[config.mk]
export PLATFORM = sky130hd
export DESIGN_NAME = qspi_arb
export DESIGN_NICKNAME = d
export VERILOG_FILES = /design/src/rtl/vc_pkg.sv /design/src/rtl/arb_age.sv /design/src/rtl/qspi_arb.sv
export SDC_FILE = /design/constraint.sdc
export NUM_CORES = 1
export LEC_CHECK = 0
export CAP_MARGIN = 20
export CORE_MARGIN = 1.5
export CORE_UTILIZATION = 35
export CTS_CLUSTER_SIZE = 20
export DETAILED_ROUTE_END_ITERATION = 10
export GPL_TIMING_DRIVEN = 0
export PLACE_DENSITY = 0.76
export SLEW_MARGIN = 20
export SYNTH_ARGS = -nofsm -noshare
export SYNTH_HDL_FRONTEND = slang
export SYNTH_SLANG_ARGS = --single-unit
[constraint.sdc]
create_clock -name clk -period 1.6 [get_ports clk]
set_input_delay 0.32 -clock clk [delete_from_list [all_inputs] [get_ports clk]]
set_output_delay 0.32 -clock clk [all_outputs]
set_load 0.1 [all_outputs]
[src/rtl/vc_pkg.sv]
// Shared types for the QSPI line-engine arbiter: owner and FSM encodings plus
// the chip-select decode used by the top-level memory mux.
package vc_pkg;

  localparam int CNT_W = 4;

  typedef enum logic [1:0] {
    OWN_I = 2'd0,
    OWN_D = 2'd1,
    OWN_X = 2'd2
  } owner_e;

  typedef enum logic [1:0] {
    IDLE = 2'd0,
    XFER = 2'd1,
    TURN = 2'd2
  } state_e;

  // rom_mode 11 puts instruction fetches and all reads on chip 1, writes on chip 0
  function automatic logic [1:0] mem_sel(input logic [1:0] rom_mode,
                                         input logic       top,
                                         input logic       is_i,
                                         input logic       write);
    logic [1:0] sel;
    case (rom_mode)
      2'b00:   sel = top ? 2'd2 : 2'd0;
      2'b01:   sel = 2'd0;
      2'b10:   sel = top ? 2'd1 : 2'd0;
      default: sel = (is_i || !write) ? 2'd1 : 2'd0;
    endcase
    return sel;
  endfunction

endpackage

[src/rtl/arb_age.sv]
// Three-way fixed-priority picker (D > I > X) with per-requester saturating wait
// counters; a requester that has waited MAX_WAIT arbitration cycles is promoted.
module arb_age
  import vc_pkg::*;
#(
  parameter int MAX_WAIT = 15
) (
  input  logic       clk,
  input  logic       reset,
  input  logic [2:0] req,
  input  logic       arb_en,
  output logic [2:0] win
);

  logic [CNT_W-1:0] cnt [3];
  logic [2:0]       promo;
  logic [2:0]       pool;

  always_comb begin
    promo = '0;
    for (int i = 0; i < 3; i++) begin
      promo[i] = req[i] && (cnt[i] == CNT_W'(MAX_WAIT));
    end
    pool = (|promo) ? promo : req;
    win  = '0;
    if (arb_en) begin
      if (pool[OWN_D])      win[OWN_D] = 1'b1;
      else if (pool[OWN_I]) win[OWN_I] = 1'b1;
      else if (pool[OWN_X]) win[OWN_X] = 1'b1;
    end
  end

  // Counters only advance on arbitration cycles; they hold while the engine is busy
  always_ff @(posedge clk or negedge reset) begin
    if (!reset) begin
      for (int i = 0; i < 3; i++) cnt[i] <= '0;
    end else begin
      for (int i = 0; i < 3; i++) begin
        if (!req[i] || win[i]) begin
          cnt[i] <= '0;
        end else if (arb_en && (cnt[i] != CNT_W'(MAX_WAIT))) begin
          cnt[i] <= cnt[i] + CNT_W'(1);
        end
      end
    end
  end

endmodule

[src/rtl/qspi_arb.sv]
// Grants the single QSPI line-transfer engine to icache, dcache or the auxiliary
// mover for a whole line, with a mandatory idle turnaround cycle between owners.
module qspi_arb
  import vc_pkg::*;
#(
  parameter int  PA          = 24,
  parameter int  LINE_LENGTH = 4,
  parameter int  MAX_WAIT    = 15,
  localparam int TW          = PA - $clog2(LINE_LENGTH)
) (
  input  logic          clk,
  input  logic          reset,
  input  logic          i_req,
  input  logic [TW-1:0] i_tag,
  output logic          i_gnt,
  output logic          i_done,
  input  logic          d_req,
  input  logic          d_write,
  input  logic [TW-1:0] d_tag,
  output logic          d_gnt,
  output logic          d_done,
  input  logic          x_req,
  input  logic          x_write,
  input  logic [TW-1:0] x_tag,
  output logic          x_gnt,
  output logic          x_done,
  input  logic [1:0]    rom_mode,
  output logic          q_req,
  output logic          q_i_d,
  output logic          q_write,
  output logic [1:0]    q_mem,
  output logic [TW-1:0] q_paddr,
  input  logic          q_done,
  output logic          busy
);

  state_e     state;
  owner_e     owner;
  logic [2:0] gnt;
  logic [2:0] win;
  logic       arb_en;
  logic       xfer_end;

  assign arb_en   = (state != XFER);
  assign xfer_end = (state == XFER) && q_done;

  arb_age #(
    .MAX_WAIT(MAX_WAIT)
  ) u_age (
    .clk   (clk),
    .reset (reset),
    .req   ({x_req, d_req, i_req}),
    .arb_en(arb_en),
    .win   (win)
  );

  always_ff @(posedge clk or negedge reset) begin
    if (!reset) begin
      state   <= IDLE;
      owner   <= OWN_I;
      gnt     <= '0;
      q_req   <= 1'b0;
      q_i_d   <= 1'b0;
      q_write <= 1'b0;
      q_paddr <= '0;
      busy    <= 1'b0;
    end else begin
      case (state)
        IDLE, TURN: begin
          if (|win) begin
            state <= XFER;
            gnt   <= win;
            q_req <= 1'b1;
            busy  <= 1'b1;
            if (win[OWN_D]) begin
              owner   <= OWN_D;
              q_paddr <= d_tag;
              q_write <= d_write;
              q_i_d   <= 1'b0;
            end else if (win[OWN_I]) begin
              owner   <= OWN_I;
              q_paddr <= i_tag;
              q_write <= 1'b0;
              q_i_d   <= 1'b1;
            end else begin
              owner   <= OWN_X;
              q_paddr <= x_tag;
              q_write <= x_write;
              q_i_d   <= 1'b0;
            end
          end else begin
            state <= IDLE;
          end
        end
        XFER: begin
          // Requester drops are ignored here; only q_done ends the line
          if (q_done) begin
            state   <= TURN;
            gnt     <= '0;
            q_req   <= 1'b0;
            busy    <= 1'b0;
            q_write <= 1'b0;
            q_i_d   <= 1'b0;
          end
        end
        default: state <= IDLE;
      endcase
    end
  end

  assign i_gnt  = gnt[OWN_I];
  assign d_gnt  = gnt[OWN_D];
  assign x_gnt  = gnt[OWN_X];
  assign i_done = xfer_end && gnt[OWN_I];
  assign d_done = xfer_end && gnt[OWN_D];
  assign x_done = xfer_end && gnt[OWN_X];

  assign q_mem = q_req ? mem_sel(rom_mode, q_paddr[TW-1], owner == OWN_I, q_write) : 2'd0;

endmodule

* After elaboration in Yosys (flattened, before gate mapping)
Cells that the tools add are included.
** Storage, ports and cells
- Output and inout bits :: 34
- RAM bits :: 0
- Bits in latches :: 0
- Logic and storage cells :: 96
- Register bits :: 44
- Memories kept :: 0
- Memory bits (read-only) :: 0
** Cells by class
- Equality and inequality tests :: 13
- Bitwise gates (word level) :: 0
- Reductions and logical operators :: 30
- Shift operators :: 0
- Add/sub/neg operators :: 3
- Multiply operators :: 0
- Mux-type cells :: 40
- Div/mod/pow operators :: 0
- Order comparisons :: 0
** Operators by type and width (count)
- $mux 22 :: 2
- $mux 4 :: 6
- $mux 1 :: 17
- $add 4x1->4 const B :: 3
- $eq 4x4->1 const B :: 3
- $mux 3 :: 4
- $ne 4x4->1 const B :: 3
- $logic_and 1x1->1 :: 10
- $mux 2 :: 5
- $reduce_bool 2->1 :: 4
- $logic_not 2->1 :: 3
- $pmux 1 s2 :: 3
- $pmux 2 s3 :: 1
- $pmux 3 s2 :: 1
- $reduce_or 3->1 :: 2
- $eq 2x1->1 const B :: 2
- $eq 2x2->1 const B :: 2
- $logic_not 1->1 :: 4
- $logic_or 1x1->1 :: 4
- $ne 2x2->1 const B :: 2
- $pmux 2 s2 :: 1
- $reduce_and 3->1 :: 1
- $ne 2x1->1 const B :: 1
- $reduce_and 2->1 :: 1
- $reduce_or 2->1 :: 1

* Longest topological paths before layout
- Depth after elaboration :: 12
- Depth in mapped cells :: 7
- Depth with buffers taken out :: 5

* By module
A second synthesis with hierarchy kept.
** Unflattened totals
- Cells, all modules :: 249
- Area, all modules :: 2608.8 um2
** Modules (own cells, without submodules)
- qspi_arb :: area each 1830.5 um2, seq. area each 800.8 um2, instances 1, cells an instance 168
- arb_age :: area each 778.2 um2, seq. area each 300.3 um2, instances 1, cells an instance 81

* Worst setup path after synthesis
OpenSTA, ideal clock, no wires.
- Path kind :: reg2out
- Start point :: register, netlist name busy
- End point :: output q_mem[1]
- Path buffers :: 0
- Data arrival time :: 3.116 ns
- Data required time :: 1.280 ns
- Slack :: -1.836 ns
- Stages on the path, launching flop included :: 3
- Cell sequence :: dfrtp_1 -> nand2_1 -> nor3_1
** RTL lines
- to (decl) :: RTL line qspi_arb.sv:31 : output logic [1:0] q_mem,

* Final worst setup path
- Start point :: register u_age.cnt[8] (netlist name)
- End point :: register q_paddr[0]
** Between the ends
- Longest elaborated chain between the ends :: 10
- Elaborated cells between the ends (all ways) :: 15
** Ends and longest elaborated chain
- from (decl) :: RTL line arb_age.sv:15 : logic [CNT_W-1:0] cnt [3];
- from (signal, indexed assignment) :: RTL line arb_age.sv:42 : cnt[i] <= cnt[i] + CNT_W'(1);
- $eq 4x4->1 (*) :: RTL line arb_age.sv:22 : promo[i] = req[i] && (cnt[i] == CNT_W'(MAX_WAIT));
- $logic_and 1x1->1 (*) :: RTL line arb_age.sv:22
- $reduce_or 3->1 :: RTL line arb_age.sv:24 : pool = (|promo) ? promo : req;
- $mux 3 (*) :: RTL line arb_age.sv:24
- $mux 1 :: RTL line arb_age.sv:29 : else if (pool[OWN_X]) win[OWN_X] = 1'b1;
- $mux 1 :: RTL line arb_age.sv:28 : else if (pool[OWN_I]) win[OWN_I] = 1'b1;
- $mux 1 :: RTL line arb_age.sv:27 : if (pool[OWN_D]) win[OWN_D] = 1'b1;
- $mux 3 (*) :: RTL line arb_age.sv:26 : if (arb_en) begin
- $reduce_or 3->1 :: RTL line qspi_arb.sv:70 : if (|win) begin
- $reduce_and 2->1 (no source line)
- to (signal assigned) :: RTL line qspi_arb.sv:77 : q_paddr <= d_tag;
- to (signal assigned) :: RTL line qspi_arb.sv:82 : q_paddr <= i_tag;
- to (signal assigned) :: RTL line qspi_arb.sv:87 : q_paddr <= x_tag;
- to (decl) :: RTL line qspi_arb.sv:32 : output logic [TW-1:0] q_paddr,
Mark *: on every way between the ends. The rest lies on a longest branch, timed or not.
A chain may end at the register's enable or synchronous reset.

==> out/results.tsv <==
metric	value	unit
p_sw	0.00535	W
place_area	4170	µm²
final-setup-viol-count	39	
synthCells	298	
grt_pass1_wl	17200	µm
fp.dieW	93.0	µm
synth_edf_count	0	
worstPathRequired	1.80	ns
cts_tree	yes	
hold_viol_final	0	
drt_first_pass_iters	4	
start_kind	register	
area_growth_syn_to_layout	79.3	%
final_cell_mix	clkdlybuf4s50_1, nand2_1, dfrtp_1	
die_h	93.0	µm
yosysSeqAreaShare	0.388	
htree_levels	2	
cts_buffers	5	
grt_overflow	0	
seq_area	1120	µm²
clkTransAtPathRegs	0.10	ns
setup_ws	-0.281	ns
slew_headroom	0.613	
stdcell_count	565	
rows	32	
vias	3285	
gp_congestion	0.808	
pre_cts_ws	-1.06	ns
violations	setup timing	
ioPinCount	110	
syn_area	2840	µm²
report.final.slew_viol_count	0	
cts-root-buf	clkbuf_8	
syn-mean-instance-area	9.51	µm²
grt_setup_unrepaired	yes	
holdCritPathClass	in -> reg	
cts.sinks	44	
antennaDiodeCount	0	
setup.worst_path.class	reg -> reg	
syn-num-nets	377	
hold_ws	0.313	ns
tightest_slew	0.583	ns
power_frac_seq	0.199	
fmax	532	MHz
wire_per_inst	19.6	µm
cp_slowest_cell	dfrtp_1	
dp_cells	509	
via_per_inst	5.81	
synth_top_area_frac	0.388	
drc	0	
status	finished, violations left	
start_util	0.365	
die-area	8650	µm²
cellPowerDensity	1870	nW/µm²
pwr-share-comb	0.707	
cap_violations	0	
p_int	0.00418	W
synth-main-ff-cell	dfrtp_1	
power_leakage	2.08	nW
fin_area	5080	µm²
yosysUniqueCellTypes	47	
path_cells	ha_4, nand4_1, a21oi_4, buf_6, nor3_2, o41ai_2	
clk_latency	0.31	ns
final.min_clock_period	1.88	ns
peakVddDrop	0.00161	V
period_share	1.18	
ant_nets	0	
grt_max_degree	29	
cp_slowest_stage_delay	0.41	ns
drt_iter0_drc	307	
timing.setup.tns	-7.16	ns
yosysTopAreaCell	dfrtp_1	
fillers	576	
synth-seq-cells	44	
yosysWarnings	0	
grtUsageTotal	0.254	
drive_gt1_frac	0.445	
core	7770	µm²
pwr-share-clk	0.094	
p_sw_frac	0.562	
ys_async_sr_fraction	1.00	
multi_input_area	1890	µm²
clock_path_buffers	2	
final_common_cell	clkdlybuf4s50_1	
cp_max_fo	6	
io_buffers	108	
layout.nets	541	
synth_area_leaders	dfrtp_1, o41ai_2, nor3_1	
grt_antenna_before_repair	0	
drt_wl_total	11100	µm
critPathArrivalTime	2.08	ns
fin_worst_skew	0.00967	ns
grt_pass1_vias	3394	
dp_hpwl	6800	µm
end_kind	register	
[cell usage after synthesis (all sizes together), types with 2 or more instances]
cell,n
a211oi,26
a21o,2
a21oi,15
a22o,5
and3,6
buf,18
clkbuf,9
dfrtp,44
ha,3
inv,5
nand2,43
nand2b,2
nand3,8
nand4,2
nor2,3
nor3,52
o21a,2
o21ai,7
o22ai,3
o41ai,22
or3,2
[power by group through the flow]
| stage | Combinational [W] | Clock, W | Sequential [W] |
|---|---|---|---|
| 2_1_floorplan | 0.00202 | 0 | 0.00435 |
| 3_3_place_gp | 0.00591 | 0 | 0.00190 |
| 3_5_place_dp | 0.00597 | 0 | 0.00192 |
| 4_1_cts | 0.00647 | 0.000899 | 0.00188 |
| 5_1_grt | 0.00703 | 0.000951 | 0.00195 |
| 6_report | 0.00673 | 0.000898 | 0.00189 |
[cell type report]
type / instances / area share
clock inverter: 3 / 0.00837
buffer: 24 / 0.0431
multi-input combinational: 222 / 0.371
tap: 102 / 0.0251
sequential: 44 / 0.220
inverter: 5 / 0.00369
clock buffer: 5 / 0.0135
timing repair buffer: 160 / 0.315
[worst max-delay path, delay by kind of cell, from the launching register on]
kind / cells / cell delay [ns]
DFF: 1 / 0.41
and+or+nand+nor: 2 / 0.27
adders and majority gates: 1 / 0.19
AOI/OAI and AO/OA: 2 / 0.71
buffers and inverters: 1 / 0.18
[layer usage]
layer | GRT usage | part of all wire | vias up
li1 | - | - | 1478
met1 | 0.323 | 0.40 | 1610
met2 | 0.423 | 0.49 | 159
met3 | 0.0496 | 0.068 | 38
met4 | 0.0985 | 0.038 | 0
met5 | 0 | 0 | -
[through the flow]
step | total power, W | util
floorplan | 0.00638 | -
global placement | 0.00781 | 0.535
detailed placement | 0.00789 | 0.537
CTS | 0.00926 | 0.615
global route | 0.00993 | 0.654
finish | 0.00953 | 0.654
[state kept, by name, indices dropped and copies added, names as in the netlist]
signal and flops:
gnt 3, q_write 1, state 2, q_i_d 1, owner 2, u_age.cnt 12
q_paddr 22, busy 1
[logic make-up after synthesis]
group / after synthesis / share of synthesized area
AO/OA/AOI/OAI: 94 / 0.316
XOR/XNOR: 2 / 0.00618
adder cells (fa/ha/maj): 3 / 0.0132
buffers and inverters: 32 / 0.0666
flip-flops: 44 / 0.388
multiplexers: 1 / 0.00353
AND/OR/NAND/NOR: 122 / 0.206
[final timing paths]
path,cells after the start,to,slack (ns),from
min in group asynchronous,2,u_age.cnt[2],0.47,reset
worst min register to register,2,q_paddr[7],0.48,q_paddr[7]
worst max-delay path,6,q_paddr[0],-0.28,u_age.cnt[8]
worst min-delay path,2,u_age.cnt[5],0.31,d_req
worst max register to register,6,q_paddr[0],-0.28,u_age.cnt[8]
max in group asynchronous,3,busy,0.60,reset
[timing repair]
item	4_1_cts	5_1_grt
endpoints found under the setup margin	74	52
hold buffers	1	0
setup buffers	31	12
gates resized for setup	189	66
pin swaps	20	31
hold endpoints to repair	16	0
gates cloned	7	0
Note: power is estimated with default switching activity, not from simulation.
